[src/rtl/em_pipe_reg_pkg.sv]
// em_pipe_reg_pkg: constants shared by the Execute->Memory pipeline register.
//   - Default field widths and the bubble opcode.
//   - A few opcode encodings used by Execute/Memory.
//   - Slot bit-vector width and field offsets. A slot is packed MSB->LSB as
//     {valid, op, valE, valA, dstE, dstM}.
package em_pipe_reg_pkg;

    localparam int OP_W_DEF   = 6;
    localparam int DATA_W_DEF = 32;
    localparam int REG_W_DEF  = 5;

    // Decoded downstream as a no-op.
    localparam logic [5:0] BUBBLE_OP_DEF = 6'b111111;

    localparam logic [5:0] OP_ADD   = 6'h00;
    localparam logic [5:0] OP_SUB   = 6'h01;
    localparam logic [5:0] OP_IADDI = 6'h08;
    localparam logic [5:0] OP_LOAD  = 6'h10;
    localparam logic [5:0] OP_STORE = 6'h11;

    function automatic int slot_w(int op_w, int data_w, int reg_w);
        return 1 + op_w + 2 * data_w + 2 * reg_w;
    endfunction

    // Field offsets (LSB position of each field in the slot vector).
    function automatic int off_dstm();
        return 0;
    endfunction

    function automatic int off_dste(int reg_w);
        return reg_w;
    endfunction

    function automatic int off_vala(int reg_w);
        return 2 * reg_w;
    endfunction

    function automatic int off_vale(int data_w, int reg_w);
        return 2 * reg_w + data_w;
    endfunction

    function automatic int off_op(int data_w, int reg_w);
        return 2 * reg_w + 2 * data_w;
    endfunction

    function automatic int off_valid(int op_w, int data_w, int reg_w);
        return 2 * reg_w + 2 * data_w + op_w;
    endfunction

endpackage

[src/rtl/em_pipe_reg_slot.sv]
// em_pipe_slot: one register slot of the E->M pipeline.
//   clk           : rising-edge clock
//   reset         : synchronous active-high; loads BUBBLE
//   hold_i        : keep current contents (wins over load_bubble_i)
//   load_bubble_i : load BUBBLE instead of d_i
//   d_i           : next slot contents
//   q_o           : registered slot contents
module em_pipe_slot #(
    parameter int          W      = 8,
    parameter logic [W-1:0] BUBBLE = '0
) (
    input  logic         clk,
    input  logic         reset,
    input  logic         hold_i,
    input  logic         load_bubble_i,
    input  logic [W-1:0] d_i,
    output logic [W-1:0] q_o
);

    logic [W-1:0] slot_q;
    logic [W-1:0] slot_d;

    always_comb begin
        slot_d = slot_q;
        if (hold_i) begin
            slot_d = slot_q;
        end else if (load_bubble_i) begin
            slot_d = BUBBLE;
        end else begin
            slot_d = d_i;
        end
    end

    always_ff @(posedge clk) begin
        if (reset) begin
            slot_q <= BUBBLE;
        end else begin
            slot_q <= slot_d;
        end
    end

    assign q_o = slot_q;

endmodule

[src/rtl/em_pipe_reg.sv]
// em_pipe_reg: parametrised Execute->Memory pipeline register, DEPTH slots
// in series (latency DEPTH cycles), with stall (hold all), bubble (NOP into
// slot 0) and a per-slot valid bit. M_* are driven straight from the last
// slot's flops.
//
// Ports:
//   clk, reset            : clock, synchronous active-high reset (-> bubbles)
//   stall, bubble         : hazard-unit controls; stall wins over bubble
//   E_valid, E_op, e_valE, E_valA, E_dstE, E_dstM : Execute-side inputs
//   M_valid, M_op, M_valE, M_valA, M_dstE, M_dstM : Memory-side outputs
//
// Optional macro EM_PIPE_PERF_EN adds saturating 32-bit counters
//   perf_stall_cnt, perf_bubble_cnt, perf_retire_cnt (cleared by reset).
module em_pipe_reg
    import em_pipe_reg_pkg::*;
#(
    parameter int              OP_W      = OP_W_DEF,
    parameter int              DATA_W    = DATA_W_DEF,
    parameter int              REG_W     = REG_W_DEF,
    parameter int              DEPTH     = 1,
    parameter logic [OP_W-1:0] BUBBLE_OP = OP_W'(BUBBLE_OP_DEF)
) (
    input  logic              clk,
    input  logic              reset,
    input  logic              stall,
    input  logic              bubble,
    input  logic              E_valid,
    input  logic [OP_W-1:0]   E_op,
    input  logic [DATA_W-1:0] e_valE,
    input  logic [DATA_W-1:0] E_valA,
    input  logic [REG_W-1:0]  E_dstE,
    input  logic [REG_W-1:0]  E_dstM,
`ifdef EM_PIPE_PERF_EN
    output logic [31:0]       perf_stall_cnt,
    output logic [31:0]       perf_bubble_cnt,
    output logic [31:0]       perf_retire_cnt,
`endif
    output logic              M_valid,
    output logic [OP_W-1:0]   M_op,
    output logic [DATA_W-1:0] M_valE,
    output logic [DATA_W-1:0] M_valA,
    output logic [REG_W-1:0]  M_dstE,
    output logic [REG_W-1:0]  M_dstM
);

    localparam int SW      = slot_w(OP_W, DATA_W, REG_W);
    localparam int O_DSTM  = off_dstm();
    localparam int O_DSTE  = off_dste(REG_W);
    localparam int O_VALA  = off_vala(REG_W);
    localparam int O_VALE  = off_vale(DATA_W, REG_W);
    localparam int O_OP    = off_op(DATA_W, REG_W);
    localparam int O_VALID = off_valid(OP_W, DATA_W, REG_W);

    // Bubble: invalid, no-op opcode, every data/register field zero so that
    // register 0 is the only possible (ignored) write target.
    localparam logic [SW-1:0] BUBBLE_SLOT = {1'b0, BUBBLE_OP, {(SW-1-OP_W){1'b0}}};

    generate
        if (DEPTH < 1 || DEPTH > 4) begin : g_depth_chk
            $error("em_pipe_reg: DEPTH must be in 1..4");
        end
    endgenerate

    logic [SW-1:0]             in_slot;
    logic                      in_kill;
    logic [DEPTH-1:0][SW-1:0]  slot_q;

    assign in_slot = {E_valid, E_op, e_valE, E_valA, E_dstE, E_dstM};
    // An invalid input is squashed to a bubble so its garbage fields never
    // travel down the pipe.
    assign in_kill = bubble | ~E_valid;

    generate
        for (genvar k = 0; k < DEPTH; k++) begin : g_slot
            if (k == 0) begin : g_head
                em_pipe_slot #(
                    .W      (SW),
                    .BUBBLE (BUBBLE_SLOT)
                ) u_slot (
                    .clk           (clk),
                    .reset         (reset),
                    .hold_i        (stall),
                    .load_bubble_i (in_kill),
                    .d_i           (in_slot),
                    .q_o           (slot_q[k])
                );
            end else begin : g_body
                em_pipe_slot #(
                    .W      (SW),
                    .BUBBLE (BUBBLE_SLOT)
                ) u_slot (
                    .clk           (clk),
                    .reset         (reset),
                    .hold_i        (stall),
                    .load_bubble_i (1'b0),
                    .d_i           (slot_q[k-1]),
                    .q_o           (slot_q[k])
                );
            end
        end
    endgenerate

    assign M_valid = slot_q[DEPTH-1][O_VALID];
    assign M_op    = slot_q[DEPTH-1][O_OP +: OP_W];
    assign M_valE  = slot_q[DEPTH-1][O_VALE +: DATA_W];
    assign M_valA  = slot_q[DEPTH-1][O_VALA +: DATA_W];
    assign M_dstE  = slot_q[DEPTH-1][O_DSTE +: REG_W];
    assign M_dstM  = slot_q[DEPTH-1][O_DSTM +: REG_W];

`ifdef EM_PIPE_PERF_EN
    // Valid bit of whatever will land in the output slot on this edge.
    logic entering_valid;

    generate
        if (DEPTH == 1) begin : g_ent1
            assign entering_valid = E_valid & ~bubble;
        end else begin : g_entn
            assign entering_valid = slot_q[DEPTH-2][O_VALID];
        end
    endgenerate

    logic [31:0] stall_cnt_q,  stall_cnt_d;
    logic [31:0] bubble_cnt_q, bubble_cnt_d;
    logic [31:0] retire_cnt_q, retire_cnt_d;

    always_comb begin
        stall_cnt_d  = stall_cnt_q;
        bubble_cnt_d = bubble_cnt_q;
        retire_cnt_d = retire_cnt_q;
        if (stall && stall_cnt_q != 32'hFFFF_FFFF) begin
            stall_cnt_d = stall_cnt_q + 32'd1;
        end
        if (bubble && !stall && bubble_cnt_q != 32'hFFFF_FFFF) begin
            bubble_cnt_d = bubble_cnt_q + 32'd1;
        end
        if (entering_valid && !stall && retire_cnt_q != 32'hFFFF_FFFF) begin
            retire_cnt_d = retire_cnt_q + 32'd1;
        end
    end

    always_ff @(posedge clk) begin
        if (reset) begin
            stall_cnt_q  <= '0;
            bubble_cnt_q <= '0;
            retire_cnt_q <= '0;
        end else begin
            stall_cnt_q  <= stall_cnt_d;
            bubble_cnt_q <= bubble_cnt_d;
            retire_cnt_q <= retire_cnt_d;
        end
    end

    assign perf_stall_cnt  = stall_cnt_q;
    assign perf_bubble_cnt = bubble_cnt_q;
    assign perf_retire_cnt = retire_cnt_q;
`endif

endmodule

[config.mk]
export PLATFORM = sky130hd
export DESIGN_NAME = em_pipe_reg
export DESIGN_NICKNAME = d
export VERILOG_FILES = /design/src/rtl/em_pipe_reg_pkg.sv /design/src/rtl/em_pipe_reg_slot.sv /design/src/rtl/em_pipe_reg.sv
export SDC_FILE = /design/constraint.sdc
export NUM_CORES = 1
export LEC_CHECK = 0
export ABC_AREA = 1
export BUFFER_PORTS_ARGS = -buffer_cell sky130_fd_sc_hd__clkbuf_2
export CAP_MARGIN = 20
export CORE_AREA = 2 2 88 111
export CTS_BUF_LIST = sky130_fd_sc_hd__clkbuf_16
export DETAILED_ROUTE_END_ITERATION = 7
export DIE_AREA = 0 0 90 113
export SYNTH_ARGS = -nofsm -noshare
export SYNTH_HDL_FRONTEND = slang
export SYNTH_SLANG_ARGS = --single-unit
[constraint.sdc]
create_clock -name clk -period 3.15 [get_ports clk]
set_clock_uncertainty 0.2 [all_clocks]
set_input_delay 0.945 -clock clk [delete_from_list [all_inputs] [get_ports clk]]
set_output_delay 0.945 -clock clk [all_outputs]
set_load 0.01 [all_outputs]
==> results.yml <==
outcome:
  status: "finished clean"
placement:
  hpwl_um: 5963
  post-place-ws_ns: 0.8244
  port_buffers: 165
  place_inst: 623
  gp_congestion: 0.7095
yosys:
  synthesis.area_mm2: 0.003105
  ys_ff_latch: 81
  synthCells: 369
  syn_avg_cell_area_um2: 8.416
  synth.distinct_cells: 13
  ys_seq_area_share_pct: 52.22
  ys_warn_count: 0
  synth_nets: 454
power:
  p_clk_share_pct: 46.1
  power_switching_w: 0.0005636
  switching_share_pct: 23.51
  p_per_area_mw_per_mm2: 567.6
  seq_power_share_pct: 44.5
  power.internal_w: 0.001833
  vdd_drop_max_uv: 235.0
  comb_power_share_pct: 9.4
  leakagePower_nw: 1.802
worst_setup_path:
  worstPathMaxFanout: 46
  cp_cell_sequence: "clkbuf_2, inv_2, buf_12, nand4_1, a21oi_1"
  critPathLaunchType: "primary input"
  rr_startpoint: "g_slot[0].g_head.u_slot.q_o[1]"
  required_ns: 3.21
  critical_path_buf_inv_count: 3
  crit_start: "bubble"
  path_class: "in -> reg"
  crit_path_end_kind: "register"
  max_stage_delay_ns: 0.41
  critical_path.top_delay_family: "buffers and inverters"
  critPathArrivalTime_ns: 2.07
  critical_path.slowest_cell: "inv_2"
worst_hold_path:
  min_from: "g_slot[0].g_head.u_slot.q_o[59]"
  hold_class: "reg -> reg"
route:
  drc: 0
  drt_first_pass_iters: 4
  drtIter0Drc: 196
  ant_nets: 0
  wire_per_inst_um: 14.03
  num_vias: 3160
  wirelength_um: 8968
  viasPerCell: 4.945
grt:
  grt_pass1_vias: 2976
  overflow: 0
  grt_max_degree: 82
  grt_antenna_before_repair: 0
  grt_usage_pct: 16.92
  grt_pass1_wl_um: 14230
cts:
  post-cts-setup-buffers: 0
  htree_levels: 3
  cts_hold_buf: 0
  insertion_delay_ns: 0.33
  cts_resized: 0
  cts_buffers: 9
  clock_sinks: 81
  clock_path_buffers: 2
  cts_tree: "done"
  cts.clk_slew.worst_paths_ns: 0.06
  cts_root_buffer: "clkbuf_16"
layout:
  layout.nets: 596
  regArea_mm2: 0.001622
  syn_to_final_growth_pct: 35.98
  instances_no_fill: 639
  n_antenna_cell: 0
  fillers: 958
  multi_input_area_mm2: 0.001211
  largest_register_ffs: 81
  post-route-util_pct: 46.53
  drive_gt1_share_pct: 36.63
die:
  die_height_um: 113
  fp.dieW_um: 90
  rows: 39
  io_pins: 166
  core_area_mm2: 0.009076
  start_util_pct: 34.22
  dieArea_mm2: 0.01017
sta:
  report.final.slew_viol_count: 0
  fin_setup_tns_ns: 0
  hold_violations: 0
  tightest_slew_ns: 0.8161
  grt_setup_unrepaired: "no"
  hold_ws_ns: 0.2621
  min_period_over_period_pct: 63.73
  relSlewSlack_pct: 45.60
  setup_viol_count_final: 0
  fmax_ghz: 0.4981
  min_period_ns: 2.008
  final.setup.worst_slack_ns: 1.142
job:
  maxCapViolations: 0
## worst register-to-register path, delay by kind of cell, from the launching register on
family / cells / cell delay, ns
AO/OA/AOI/OAI: 1 / 0.18
flip-flops: 1 / 0.36
AND/OR/NAND/NOR: 1 / 0.06
## final timing paths
path	to	slack, ns	depth (start not counted)
max	g_slot[0].g_head.u_slot.q_o[6]	1.14	5
min	g_slot[0].g_head.u_slot.q_o[59]	0.26	2
max reg2reg	g_slot[0].g_head.u_slot.q_o[1]	2.28	2
min reg2reg	g_slot[0].g_head.u_slot.q_o[59]	0.26	2
## cell usage after synthesis
cell type	instances	area share (%)
nand3_1	7	1.1
buf_4	15	3.6
inv_2	1	0.12
dfxtp_1	81	52
a21oi_1	75	12
inv_1	1	0.12
clkinv_2	1	0.16
o21ai_1	6	0.97
buf_2	16	2.6
nand2_1	82	9.9
clkbuf_1	6	0.73
nand4_1	74	15
buf_6	4	1.5
## power by group through the flow
stage / logic [W] / clock network, W / registers, W
final: 0.000224 / 0.00111 / 0.00107
after global routing: 0.000247 / 0.00118 / 0.00107
after CTS: 0.000227 / 0.00113 / 0.00107
after detailed placement: 0.000226 / 0 / 0.00109
after global placement: 0.000224 / 0 / 0.00109
after floorplan: 0.000117 / 0 / 0.00110
## cell type report
class,count,area share [%]
flip-flops and latches,81,38.40
multi-input cells,244,28.68
repair buffers,172,21.39
clock buffers,9,5.333
well taps,123,3.644
clock inverters,7,2.252
inverters,3,0.2963
## metrics by stage
step	area (um2)	power (W)
floorplan	3105	0.001219
global placement	3902	0.001313
detailed placement	3902	0.001316
CTS	4223	0.002424
global route	4223	0.002496
finish	4223	0.002397
## per-layer routing
layer,track usage (%),vias up,routed length (um)
met3,6.325,10,823
met2,27.82,122,4332
met4,5.538,0,97
met5,0,-,0
li1,-,1598,-
met1,20.54,1430,3714
## cell families (layout without fill, tap and decap cells)
logic type	after synthesis	in the layout	synth area share (%)
flops	81	81	52.22
buf+inv	44	191	8.783
compound gates	81	81	13.05
simple gates	163	163	25.95
## layout by cell type (no fill, tap or decap)
cell       instances
clkbuf_2         165
nand2_1           82
dfxtp_1           81
a21oi_1           75
nand4_1           74
clkbuf_16          9
nand3_1            7
o21ai_1            6
buf_4              5
clkinv_4           3
clkinv_2           2
bufinv_16          2
buf_12             2
inv_2              1
inv_1              1
clkinv_1           1
(Power assumes the default switching activity.)
